### src/rtl/rr_mux_arbiter_pkg.sv
// ---------------------------------------------------------------------------
// rr_mux_arbiter_pkg
//   Shared definitions for the round-robin mux arbiter:
//     - state_t      : arbiter FSM encoding (IDLE=0, GRANT=1)
//     - REQ_A..REQ_D : requester index constants (0..3), also the mux selects
//     - NUM_REQ      : number of requesters
//     - BURST_W      : width of the burst counter (covers MAX_BURST up to 255)
//     - idx_to_onehot: 2-bit requester index -> 4-bit one-hot grant
// ---------------------------------------------------------------------------
package rr_mux_arbiter_pkg;

  typedef enum logic {
    IDLE  = 1'b0,
    GRANT = 1'b1
  } state_t;

  localparam int NUM_REQ = 4;
  localparam int BURST_W = 8;

  localparam logic [1:0] REQ_A = 2'd0;
  localparam logic [1:0] REQ_B = 2'd1;
  localparam logic [1:0] REQ_C = 2'd2;
  localparam logic [1:0] REQ_D = 2'd3;

  function automatic logic [NUM_REQ-1:0] idx_to_onehot(input logic [1:0] idx);
    return 4'b0001 << idx;
  endfunction

endpackage

### src/rtl/n_bit4x1Multiplexer.sv
// ---------------------------------------------------------------------------
// n_bit4x1Multiplexer
//   Purely combinational n-bit 4:1 multiplexer.
//   Ports:
//     A, B, C, D : input  [n-1:0]  data inputs
//     S          : input  [1:0]    select (00->A, 01->B, 10->C, 11->D)
//     Y          : output [n-1:0]  selected data
// ---------------------------------------------------------------------------
module n_bit4x1Multiplexer
  import rr_mux_arbiter_pkg::*;
#(
  parameter int n = 4
) (
  input  logic [n-1:0] A,
  input  logic [n-1:0] B,
  input  logic [n-1:0] C,
  input  logic [n-1:0] D,
  input  logic [1:0]   S,
  output logic [n-1:0] Y
);

  always_comb begin
    Y = '0;
    case (S)
      REQ_A:   Y = A;
      REQ_B:   Y = B;
      REQ_C:   Y = C;
      REQ_D:   Y = D;
      default: Y = '0;
    endcase
  end

endmodule

### src/rtl/rr_mux_arbiter.sv
// ---------------------------------------------------------------------------
// rr_mux_arbiter
//   Four-requester round-robin arbiter that also muxes the owner's data onto
//   a single valid/ready output. A grant is decided in IDLE (one cycle of
//   latency), held for the whole GRANT tenure, and released after a transfer
//   marked last, after MAX_BURST transfers, or when the owner drops its
//   request without transferring. Every release costs one IDLE cycle and
//   moves the round-robin pointer to the requester after the old owner.
//
//   Ports:
//     clk        : input         sole clock, rising edge
//     rst        : input         synchronous active-high reset
//     req        : input  [3:0]  per-requester request (bit0=A .. bit3=D)
//     last       : input  [3:0]  per-requester end-of-burst marker
//     A, B, C, D : input  [n-1:0] requester data
//     out_ready  : input         downstream accepts Y this cycle
//     Y          : output [n-1:0] owner data (zero in IDLE)
//     out_valid  : output        Y holds valid data
//     gnt        : output [3:0]  one-hot grant, zero when no owner
//     S          : output [1:0]  index of the current owner
// ---------------------------------------------------------------------------
module rr_mux_arbiter
  import rr_mux_arbiter_pkg::*;
#(
  parameter int n         = 4,
  parameter int MAX_BURST = 8
) (
  input  logic         clk,
  input  logic         rst,
  input  logic [3:0]   req,
  input  logic [3:0]   last,
  input  logic [n-1:0] A,
  input  logic [n-1:0] B,
  input  logic [n-1:0] C,
  input  logic [n-1:0] D,
  input  logic         out_ready,
  output logic [n-1:0] Y,
  output logic         out_valid,
  output logic [3:0]   gnt,
  output logic [1:0]   S
);

  localparam logic [BURST_W-1:0] MAX_BURST_CNT = BURST_W'(MAX_BURST);

  // -------------------------------------------------------------------------
  // Round-robin search: first set request bit at or above ptr, wrapping 3->0.
  // The 2-bit index arithmetic provides the wrap for free.
  // -------------------------------------------------------------------------
  function automatic logic [1:0] rr_pick(input logic [3:0] r, input logic [1:0] p);
    logic [1:0] pick;
    logic [1:0] idx;
    logic       found;
    pick  = p;
    found = 1'b0;
    for (int k = 0; k < NUM_REQ; k++) begin
      idx = p + 2'(k);
      if (!found && r[idx]) begin
        pick  = idx;
        found = 1'b1;
      end
    end
    return pick;
  endfunction

  state_t             state_reg, state_next;
  logic [1:0]         ptr_reg, ptr_next;
  logic [1:0]         s_reg, s_next;
  logic [3:0]         gnt_reg, gnt_next;
  logic [BURST_W-1:0] burst_cnt_reg, burst_cnt_next;
  logic [BURST_W-1:0] burst_cnt_inc;

  logic [1:0]         winner;
  logic [3:0]         owner_req_vec;
  logic [3:0]         owner_last_vec;
  logic               owner_req;
  logic               owner_last;
  logic               transfer;
  logic               release_now;
  logic [n-1:0]       mux_y;

  assign winner        = rr_pick(req, ptr_reg);
  assign burst_cnt_inc = burst_cnt_reg + BURST_W'(1);

  // The grant register is one-hot on S during GRANT, so masking with it
  // picks req[S] / last[S] without a second decoder; both are zero in IDLE.
  genvar gi;
  generate
    for (gi = 0; gi < NUM_REQ; gi++) begin : g_owner_sel
      assign owner_req_vec[gi]  = gnt_reg[gi] & req[gi];
      assign owner_last_vec[gi] = gnt_reg[gi] & last[gi];
    end
  endgenerate

  assign owner_req  = |owner_req_vec;
  assign owner_last = |owner_last_vec;

  n_bit4x1Multiplexer #(
    .n(n)
  ) u_data_mux (
    .A(A),
    .B(B),
    .C(C),
    .D(D),
    .S(s_reg),
    .Y(mux_y)
  );

  // -------------------------------------------------------------------------
  // State register
  // -------------------------------------------------------------------------
  always_ff @(posedge clk) begin
    if (rst) begin
      state_reg     <= IDLE;
      ptr_reg       <= 2'd0;
      s_reg         <= 2'd0;
      gnt_reg       <= 4'd0;
      burst_cnt_reg <= '0;
    end else begin
      state_reg     <= state_next;
      ptr_reg       <= ptr_next;
      s_reg         <= s_next;
      gnt_reg       <= gnt_next;
      burst_cnt_reg <= burst_cnt_next;
    end
  end

  // -------------------------------------------------------------------------
  // Next-state logic
  // -------------------------------------------------------------------------
  always_comb begin
    state_next     = state_reg;
    ptr_next       = ptr_reg;
    s_next         = s_reg;
    gnt_next       = gnt_reg;
    burst_cnt_next = burst_cnt_reg;
    release_now    = 1'b0;

    case (state_reg)
      IDLE: begin
        if (|req) begin
          s_next     = winner;
          gnt_next   = idx_to_onehot(winner);
          state_next = GRANT;
        end
      end

      GRANT: begin
        if (transfer) begin
          if (owner_last || (burst_cnt_inc == MAX_BURST_CNT)) begin
            release_now = 1'b1;
          end else begin
            burst_cnt_next = burst_cnt_inc;
          end
        end else if (!owner_req) begin
          // Owner abandoned its request without completing the burst.
          release_now = 1'b1;
        end

        if (release_now) begin
          state_next     = IDLE;
          ptr_next       = s_reg + 2'd1;
          burst_cnt_next = '0;
          gnt_next       = 4'd0;
        end
      end

      default: begin
        state_next = IDLE;
      end
    endcase
  end

  // -------------------------------------------------------------------------
  // Output logic
  // -------------------------------------------------------------------------
  always_comb begin
    out_valid = 1'b0;
    transfer  = 1'b0;
    Y         = '0;
    if (state_reg == GRANT) begin
      out_valid = owner_req;
      transfer  = owner_req & out_ready;
      Y         = mux_y;
    end
  end

  assign gnt = gnt_reg;
  assign S   = s_reg;

endmodule

### config.mk
export PLATFORM = sky130hd
export DESIGN_NAME = rr_mux_arbiter
export DESIGN_NICKNAME = d
export VERILOG_FILES = /design/src/rtl/rr_mux_arbiter_pkg.sv /design/src/rtl/n_bit4x1Multiplexer.sv /design/src/rtl/rr_mux_arbiter.sv
export SDC_FILE = /design/constraint.sdc
export NUM_CORES = 1
export LEC_CHECK = 0
export BUFFER_PORTS_ARGS = -buffer_cell sky130_fd_sc_hd__buf_2
export CAP_MARGIN = 20
export CORE_MARGIN = 8
export CORE_UTILIZATION = 45
export CTS_CLUSTER_SIZE = 28
export DETAILED_ROUTE_END_ITERATION = 7
export GPL_TIMING_DRIVEN = 0
export PLACE_DENSITY = 0.76
export REMOVE_ABC_BUFFERS = 1
export SLEW_MARGIN = 40
export SYNTH_ARGS = -nofsm -noshare
export SYNTH_HDL_FRONTEND = slang
export SYNTH_SLANG_ARGS = --single-unit
### constraint.sdc
create_clock -name clk -period 3.7 [get_ports clk]
set_input_delay 0.37 -clock clk [delete_from_list [all_inputs] [get_ports clk]]
set_output_delay 0.37 -clock clk [all_outputs]
set_load 0.02 [all_outputs]
Word-level counts from Yosys, hierarchy flattened
Index checks and enable logic that the tools add are counted.
- output and inout port bits: 11
- logic and storage cells: 79
- bits of input ports: 27
- flip-flop bits (word level): 17
- order comparisons: 4
- bitwise gates (word level): 10
- shifts and indexed selects: 1
- mux-type cells: 31
- equal/unequal tests: 7
- reductions and logical operators: 16
- add/sub/neg operators: 5
- operators with widths (kind ; count):
    2-to-1 mux 8 bit ; 3
    one-hot mux 4 bit (4 select lines) ; 1
    2-to-1 mux 1 bit ; 15
    < comparator 2 x 3 -> 1 bit (second input constant) ; 4
    2-to-1 mux 4 bit ; 3
    OR reduction 4 bit ; 3
    bitwise AND 1 bit ; 9
    adder 8 x 1 -> 8 bit (second input constant) ; 1
    binary-select mux 1 bit (select 2 bit) ; 4
    equality test 8 x 4 -> 1 bit (second input constant) ; 1
    one-hot mux 4 bit (2 select lines) ; 1
    2-to-1 mux 2 bit ; 3
    AND reduction 2 bit ; 3
    adder 2 x 1 -> 2 bit (second input constant) ; 2
    adder 2 bit (second input constant) ; 2
    equality test 2 bit (second input constant) ; 2
    != test 2 x 1 -> 1 bit (second input constant) ; 2
    << shifter 1 x 2 -> 4 bit (first input constant) ; 1
    logical AND 1 bit ; 3
    logical NOT 1 bit ; 3
    AND reduction 3 bit ; 1
    equality test 2 x 1 -> 1 bit (second input constant) ; 1
    logical NOT 2 bit ; 1
    != test 2 bit (second input constant) ; 1
    other kinds (4) ; 4

Logic depth before layout (Yosys ltp)
Gate-level depths: netlist of run 1.
- depth in word-level cells: 15
- mapped depth: 7
- mapped depth without buffers: 6

Cells and area by module
A second synthesis of run 1 with hierarchy kept.
- cell total of the unflattened synthesis: 130
- area, all modules: 1158.6 µm²
- by module, submodules not included (module ; sequential area each (µm²) ; instances ; cells each ; area an instance (µm²)):
    rr_mux_arbiter ; 340.3 ; 1 ; 126 ; 1053.5
    n_bit4x1Multiplexer ; 0.0 ; 1 ; 4 ; 105.1

Worst setup path after synthesis of run 1
No wires, ideal clock.
- kind: register to register
- start: register burst_cnt_reg[0]
- end: register ptr_reg[0]
- setup time: 121 ps
- required time: 3579 ps
- arrival time: 1800 ps
- path buffers: 0
- stages on the path, launching flop included: 7
- path slack: 1779 ps
- period minus slack after synthesis: 1921 ps
- cell sequence: dfxtp_1 ha_1 and3_2 a31o_2 o21ai_1 o31ai_4 mux2_4
- longest elaborated chain between the ends: 7
- ends and longest elaborated chain (item ; line ; text):
    from (decl) ; rr_mux_arbiter.sv:69 ; logic [BURST_W-1:0] burst_cnt_reg, burst_cnt_next;
    from (signal assigned) ; rr_mux_arbiter.sv:123 ; burst_cnt_reg <= burst_cnt_next;
    adder 8 x 1 -> 8 bit ; rr_mux_arbiter.sv:82 ; assign burst_cnt_inc = burst_cnt_reg + BURST_W'(1);
    equality test 8 x 4 -> 1 bit ; rr_mux_arbiter.sv:149 ; if (owner_last || (burst_cnt_inc == MAX_BURST_CNT)) begin
    logical OR 1 bit ; rr_mux_arbiter.sv:149 ;
    2-to-1 mux 1 bit ; rr_mux_arbiter.sv:149 ;
    2-to-1 mux 1 bit ; rr_mux_arbiter.sv:148 ; if (transfer) begin
    2-to-1 mux 1 bit ; rr_mux_arbiter.sv:138 ; case (state_reg)
    AND reduction 2 bit (no source line) ; -- ;
    to (signal assigned) ; rr_mux_arbiter.sv:120 ; ptr_reg <= ptr_next;
    to (decl) ; rr_mux_arbiter.sv:66 ; logic [1:0] ptr_reg, ptr_next;
No other way between the ends. The select of a mux whose other input is x is not followed.
A chain may end at the register's enable or synchronous reset.

Worst setup path in the final report of run 1
- start: register s_reg[0] (netlist: S[0])
- end: output Y[1]
- longest elaborated chain between the ends: 3
- elaborated cells on any way between the ends: 6
- those cells by class: 3 x eq/ne; 2 x mux; 1 x reduce/logical
- ends and longest elaborated chain (item ; line ; text):
    from (decl) ; rr_mux_arbiter.sv:67 ; logic [1:0] s_reg, s_next;
    from (signal assigned) ; rr_mux_arbiter.sv:121 ; s_reg <= s_next;
    equality test 2 bit (tied with other cells) ; n_bit4x1Multiplexer.sv:24 ; case (S)
    one-hot mux 4 bit (4 select lines) (*) ; n_bit4x1Multiplexer.sv:24 ;
    2-to-1 mux 4 bit (*) ; rr_mux_arbiter.sv:180 ; if (state_reg == GRANT) begin
    to (decl) ; rr_mux_arbiter.sv:37 ; output logic [n-1:0] Y,
Every way passes the cells marked *; elsewhere a longest branch is shown, timed or not.

==> summary.md, run 1 <==
| Metric | Value |
|---|---|
| Run status | `complete, no violations` |
| CP startpoint | `S[0]` |
| Post-route ant nets | `0` |
| Share of cells above drive strength 1 | `28.2%` |
| Slew @ Worst Pin | `0.589 ns` |
| Final Hold Viols | `0` |
| CTS root buffer | `clkbuf_4` |
| Placed Instances | `215` |
| FF-to-FF setup slack | `1.49 ns` |
| Switching Fraction | `36.7%` |
| Initial Utilization | `46.3%` |
| HP Start | `rst` |
| Drt first pass iters | `4` |
| Main synth FF type | `dfxtp_1` |
| Max VDD drop | `0.241 mV` |
| Yosys cell types | `49` |
| Max_cap viols | `0` |
| DRC Markers | `0` |
| Buf+Inv Stages, Crit Path | `2` |
| WHS Endpoint | `S[0]` |
| P_int | `0.299 mW` |
| Number of antenna violations at the first check in global routing | `0` |
| Max Fanout on Critical Path | `6` |
| Global Route Usage Sum | `14.7%` |
| Delay-heaviest family, CP | `compound AO/OA/AOI/OAI gates` |
| First-pass GRT wire length | `5490 um` |
| Row count | `19` |
| Hold-fix buffer count after cts | `0` |
| Grt total ovfl | `0` |
| Cells on worst reg2reg path | `6` |
| Leading area contributor after synthesis | `dfxtp_1` |
| Leak Pwr | `0.604 nW` |
| Power Dens Cells | `320 nW/um^2` |
| Final period utilization | `60.6%` |
| NetSw | `0.173 mW` |
| Crit Path Category | `reg -> out` |
| DRT iter0 DRCs | `62` |
| Final Setup Violations | `0` |
| Diode count | `0` |
| Synth top cells by count | `dfxtp_1 (17), nand2_1 (16), nor2_1 (11)` |
| Clock Power Share | `22.3%` |
| Insertion delay to the later sink of the worst-skew pair | `0.31 ns` |
| Die Wd | `68.8 um` |
| Clock slew at reported path FFs | `0.11 ns` |
| Final Wtd Congestion | `0.829` |
| Full die area | `4730 um^2` |
| WL per Instance | `15.7 um` |
| Clock Skews | `0.0124 ns` |
| Die Ht | `68.8 um` |
| Maximum clock rate | `0.446 GHz` |
| Area growth syn-to-layout | `17.6%` |
| Hold Path Class | `in -> reg` |
| H-tree depth | `1` |
| Asr flop ratio synth | `0%` |
| Yosys reg bits | `17` |
| Worst relative slew slack | `60.7%` |
| Final Critical Period | `2.24 ns` |
| EDFF count, synth | `0` |
| Max reg flops | `8` |
| Vias in the first global route | `1272` |
| Setup TNS | `0 ns` |
| # port buffers | `37` |
| Post-CTS sizing | `0` |
| Crit-path max cell delay | `0.43 ns` |
| Crit-path cells | `inv_1, ha_1, a222oi_1, o21ai_0, and2_1, buf_2` |
| CTS Buf Count | `3` |
| Final hold slack | `0.399 ns` |
| Core footprint | `2710 um^2` |
| DR vias | `1378` |
| Reg2reg start | `burst_cnt_reg[0]` |
| Total Power | `0.472 mW` |
| Slowest stage cell, crit path | `dfxtp_1` |
| CP arrival | `1.87 ns` |
| CTS Sinks | `17` |
| Yosys top cell area share | `27.1%` |
| Synthesized area | `1250 um^2` |
| Io pins | `38` |
| Post-DP HPWL | `2640 um` |
| Yosys warnings | `0` |
| Terminus of the critical flop-to-flop path | `ptr_reg[0]` |
| WL final | `3430 um` |
| Fin. max-slew vios | `0` |
| Largest net degree at the start of global routing | `18` |
| CP Capture Type | `output port` |
| Nets | `222` |
| Synthesized instance count | `155` |
| Top-count cell post-synth | `dfxtp_1` |
| Worst hold path depth | `2` |
| Critical Path RT | `3.33 ns` |
| Mean Syn Cell Area | `8.09 um^2` |
| Setup Fix Bufs, Post-CTS | `0` |
| Synth top area cells | `dfxtp_1 (27%), ha_1 (6.0%), nand2_1 (4.8%)` |
| Clock Tree Buf Depth | `2` |
| Filler-free cell count of the finished design | `219` |
| Comb power frac | `32.4%` |
| Register area share after synthesis | `27.1%` |
| Flop pwr share | `45.3%` |
| RSZ-0062 raised after global routing | `false` |
| CTS tree | `done` |
| Vias/cell | `6.29` |
| Startpoint Class | `flop` |
worst max path at each step:
stage,to,slack (ns),depth (start not counted)
finish,Y[1],1.46,6
global route,Y[1],1.32,6
CTS,Y[1],1.44,6
detailed placement,ptr_reg[0],1.54,6
global placement,ptr_reg[0],1.60,6
floorplan,ptr_reg[0],1.78,6
through the flow:
stage	worst slack, ns	instance area (um^2)	util, %
4_1_cts	1.44	1470	54.4
3_3_place_gp	1.60	1440	53.1
6_report	1.46	1470	54.4
3_5_place_dp	1.54	1450	53.4
2_1_floorplan	1.78	1220	-
5_1_grt	1.32	1470	54.4
metal layers:
| metal | routed length [um] | global-route usage (%) | vias up |
|---|---|---|---|
| met2 | 1580 | 24.6 | 45 |
| met3 | 293 | 3.23 | 9 |
| met4 | 81 | 7.02 | 0 |
| met5 | 0 | 0 | - |
| li1 | - | - | 666 |
| met1 | 1470 | 17.5 | 658 |
power groups by stage:
stage	registers (mW)	logic (mW)	clock network [mW]
5_1_grt	0.217	0.167	0.113
6_report	0.214	0.153	0.105
3_3_place_gp	0.216	0.145	0
2_1_floorplan	0.221	0.0934	0
4_1_cts	0.213	0.152	0.106
3_5_place_dp	0.218	0.152	0
logic make-up (layout without fill, tap and decap cells):
group                    after synthesis  count (layout)  share of synthesized area [%]
flip-flops                            17              17                           27.1
AO/OA/AOI/OAI                         48              48                           29.8
XOR/XNOR                               3               3                           2.10
multiplexers                           3               3                           2.79
buffers and inverters                 14              47                           4.79
AND/OR/NAND/NOR                       64              64                           27.3
adder cells (fa/ha/maj)                6               6                           5.99
placed cells by master, fill, tap and decap left out, drive strengths merged, types with 3 or more instances in the layout:
cell type / count
a21oi: 5
a222oi: 4
a22o: 3
a31oi: 5
a32oi: 3
a41oi: 3
and2: 4
buf: 37
clkbuf: 3
dfxtp: 17
ha: 6
inv: 5
nand2: 16
nand3: 8
nand4: 4
nor2: 11
nor2b: 6
nor3: 4
o21ai: 8
o22ai: 3
or2: 3
layout make-up:
class                      instances  area (um^2)
clock buffer                       3         22.5
tap                               31         38.8
fill                             265         1240
inverter                           6         22.5
multi-input combinational        124          860
clock inverter                     1         5.00
sequential                        17          340
timing repair buffer              37          185
Note: power is estimated with default switching activity, not from simulation.
==> run 2: changes to the inputs <==
==> constraint.sdc (replaced) <==
create_clock -name clk -period 2.27 [get_ports clk]
set_input_delay 0.227 -clock clk [delete_from_list [all_inputs] [get_ports clk]]
set_output_delay 0.227 -clock clk [all_outputs]
set_load 0.02 [all_outputs]
==> summary.md, run 2 (synthesis results as in run 1) <==
| Metric | Value |
|---|---|
| Run status | `complete, no violations` |
| WL per Instance | `15.6 um (-0.17%)` |
| Diode count | `0 (unchanged)` |
| First-pass GRT wire length | `5490 um (unchanged)` |
| Die Wd | `68.8 um (unchanged)` |
| DRC Markers | `0 (unchanged)` |
| Max VDD drop | `0.392 mV (+63%)` |
| Comb power frac | `32.4% (about the same)` |
| Maximum clock rate | `0.461 GHz` |
| Max_cap viols | `0 (unchanged)` |
| Final Setup Violations | `0 (unchanged)` |
| Insertion delay to the later sink of the worst-skew pair | `0.31 ns (about the same)` |
| Final Critical Period | `2.17 ns` |
| P_int | `0.488 mW (+63%)` |
| Post-route ant nets | `0 (unchanged)` |
| Drt first pass iters | `4 (unchanged)` |
| Total Power | `0.769 mW (+63%)` |
| Global Route Usage Sum | `14.7% (unchanged)` |
| Share of cells above drive strength 1 | `28.2% (unchanged)` |
| Switching Fraction | `36.6% (about the same)` |
| Initial Utilization | `46.3% (unchanged)` |
| WL final | `3420 um (-0.17%)` |
| Final Hold Viols | `0 (unchanged)` |
| CTS root buffer | `clkbuf_4` |
| Hold-fix buffer count after cts | `0 (unchanged)` |
| Core footprint | `2710 um^2 (unchanged)` |
| Final Wtd Congestion | `0.829 (unchanged)` |
| CTS Buf Count | `3 (unchanged)` |
| DRT iter0 DRCs | `67 (+8.1%)` |
| Post-CTS sizing | `0 (unchanged)` |
| Power Dens Cells | `522 nW/um^2 (+63%)` |
| # port buffers | `37 (unchanged)` |
| Clock Tree Buf Depth | `2 (unchanged)` |
| Vias in the first global route | `1272 (unchanged)` |
| Clock slew at reported path FFs | `0.11 ns (about the same)` |
| Clock Power Share | `22.3% (about the same)` |
| Fin. max-slew vios | `0 (unchanged)` |
| Critical Path RT | `2.48 ns (-0.85 ns)` |
| Most frequent cells in the layout | `buf_2 (37), dfxtp_1 (17), nand2_1 (16), nor2_1 (11), nand3_1 (8)` |
| Setup Fix Bufs, Post-CTS | `0 (unchanged)` |
| Flop pwr share | `45.3% (about the same)` |
| Slew @ Worst Pin | `0.585 ns (-0.00343 ns)` |
| Hold Path Class | `in -> reg` |
| Slowest stage cell, crit path | `dfxtp_1` |
| Max reg flops | `8 (unchanged)` |
| Full die area | `4730 um^2 (unchanged)` |
| Worst relative slew slack | `61.0% (+0.23 points)` |
| Io pins | `38 (unchanged)` |
| DR vias | `1376 (-0.15%)` |
| Crit-path cells | `ha_1, and3_2, a31o_2, o21ai_1, o31ai_4, mux2_4` |
| Nets | `222 (unchanged)` |
| Startpoint Class | `flop` |
| CP arrival | `2.38 ns (+0.51 ns)` |
| Grt total ovfl | `0 (unchanged)` |
| Number of antenna violations at the first check in global routing | `0 (unchanged)` |
| NetSw | `0.282 mW (+63%)` |
| Setup TNS | `0 ns (unchanged)` |
| Crit-path max cell delay | `0.50 ns (+0.07 ns)` |
| Area growth syn-to-layout | `17.6% (unchanged)` |
| Max Fanout on Critical Path | `8 (+2)` |
| Die Ht | `68.8 um (unchanged)` |
| Clock Skews | `0.0123 ns (-0.0000311 ns)` |
| Buf+Inv Stages, Crit Path | `0 (-2)` |
| Row count | `19 (unchanged)` |
| CTS Sinks | `17 (unchanged)` |
| Delay-heaviest family, CP | `compound AO/OA/AOI/OAI gates` |
| CTS tree | `done` |
| Leak Pwr | `0.604 nW (about the same)` |
| Largest net degree at the start of global routing | `18 (unchanged)` |
| H-tree depth | `1 (unchanged)` |
| Post-DP HPWL | `2640 um (unchanged)` |
| RSZ-0062 raised after global routing | `false` |
| CP Capture Type | `flop` |
| Final period utilization | `95.5%` |
| Most common cell after layout, fill and taps aside | `buf_2` |
| Vias/cell | `6.28 (-0.15%)` |
| Crit Path Category | `reg -> reg` |
| Fillers | `265 (unchanged)` |
## run 2: cell counts in the layout (fill, tap and decap cells not counted)
Identical to the previous run, type by type.
## run 2: worst paths after layout
path	from	endpoint	slack, ns	cells past startpoint
worst min register to register	burst_cnt_reg[7]	burst_cnt_reg[7]	0.52	1
worst max-delay path	burst_cnt_reg[0]	ptr_reg[0]	0.10	6
worst min-delay path	rst	S[0]	0.25	2
worst max register to register	burst_cnt_reg[0]	ptr_reg[0]	0.10	6
## run 2: power by group through the flow
stage | logic, mW | clock network, mW | registers (mW)
global placement | 0.237 | 0 | 0.352
floorplan | 0.152 | 0 | 0.360
finish | 0.249 | 0.172 | 0.348
global route | 0.272 | 0.185 | 0.353
CTS | 0.248 | 0.173 | 0.348
detailed placement | 0.248 | 0 | 0.355
## run 2: area by class of cell
| class | count | area (um^2) | share of cell area, % |
|---|---|---|---|
| inverters | 6 | 22.5 | 1.53 |
| clock inverters | 1 | 5.00 | 0.340 |
| multi-input cells | 124 | 860 | 58.3 |
| flip-flops and latches | 17 | 340 | 23.1 |
| well taps | 31 | 38.8 | 2.63 |
| clock buffers | 3 | 22.5 | 1.53 |
| repair buffers | 37 | 185 | 12.6 |
## run 2: metal layers
metal / global-route usage (%) / part of all wire (%) / up-vias
met3: 3.23 / 8.9 / 9
met2: 24.6 / 46 / 49
li1: - / - / 666
met5: 0 / 0 / -
met4: 7.02 / 2.0 / 0
met1: 17.5 / 43 / 652
## run 2: stage by stage
step	setup WS, ns	utilization (%)	cell area [um^2]	std cells	hold slack, ns
2_1_floorplan	0.349	-	1220	147	0.296
5_1_grt	0.0225	54.4	1470	219	0.275
6_report	0.102	54.4	1470	219	0.255
4_1_cts	0.106	54.4	1470	219	0.252
3_3_place_gp	0.169	53.1	1440	215	0.498
3_5_place_dp	0.115	53.4	1450	215	0.503
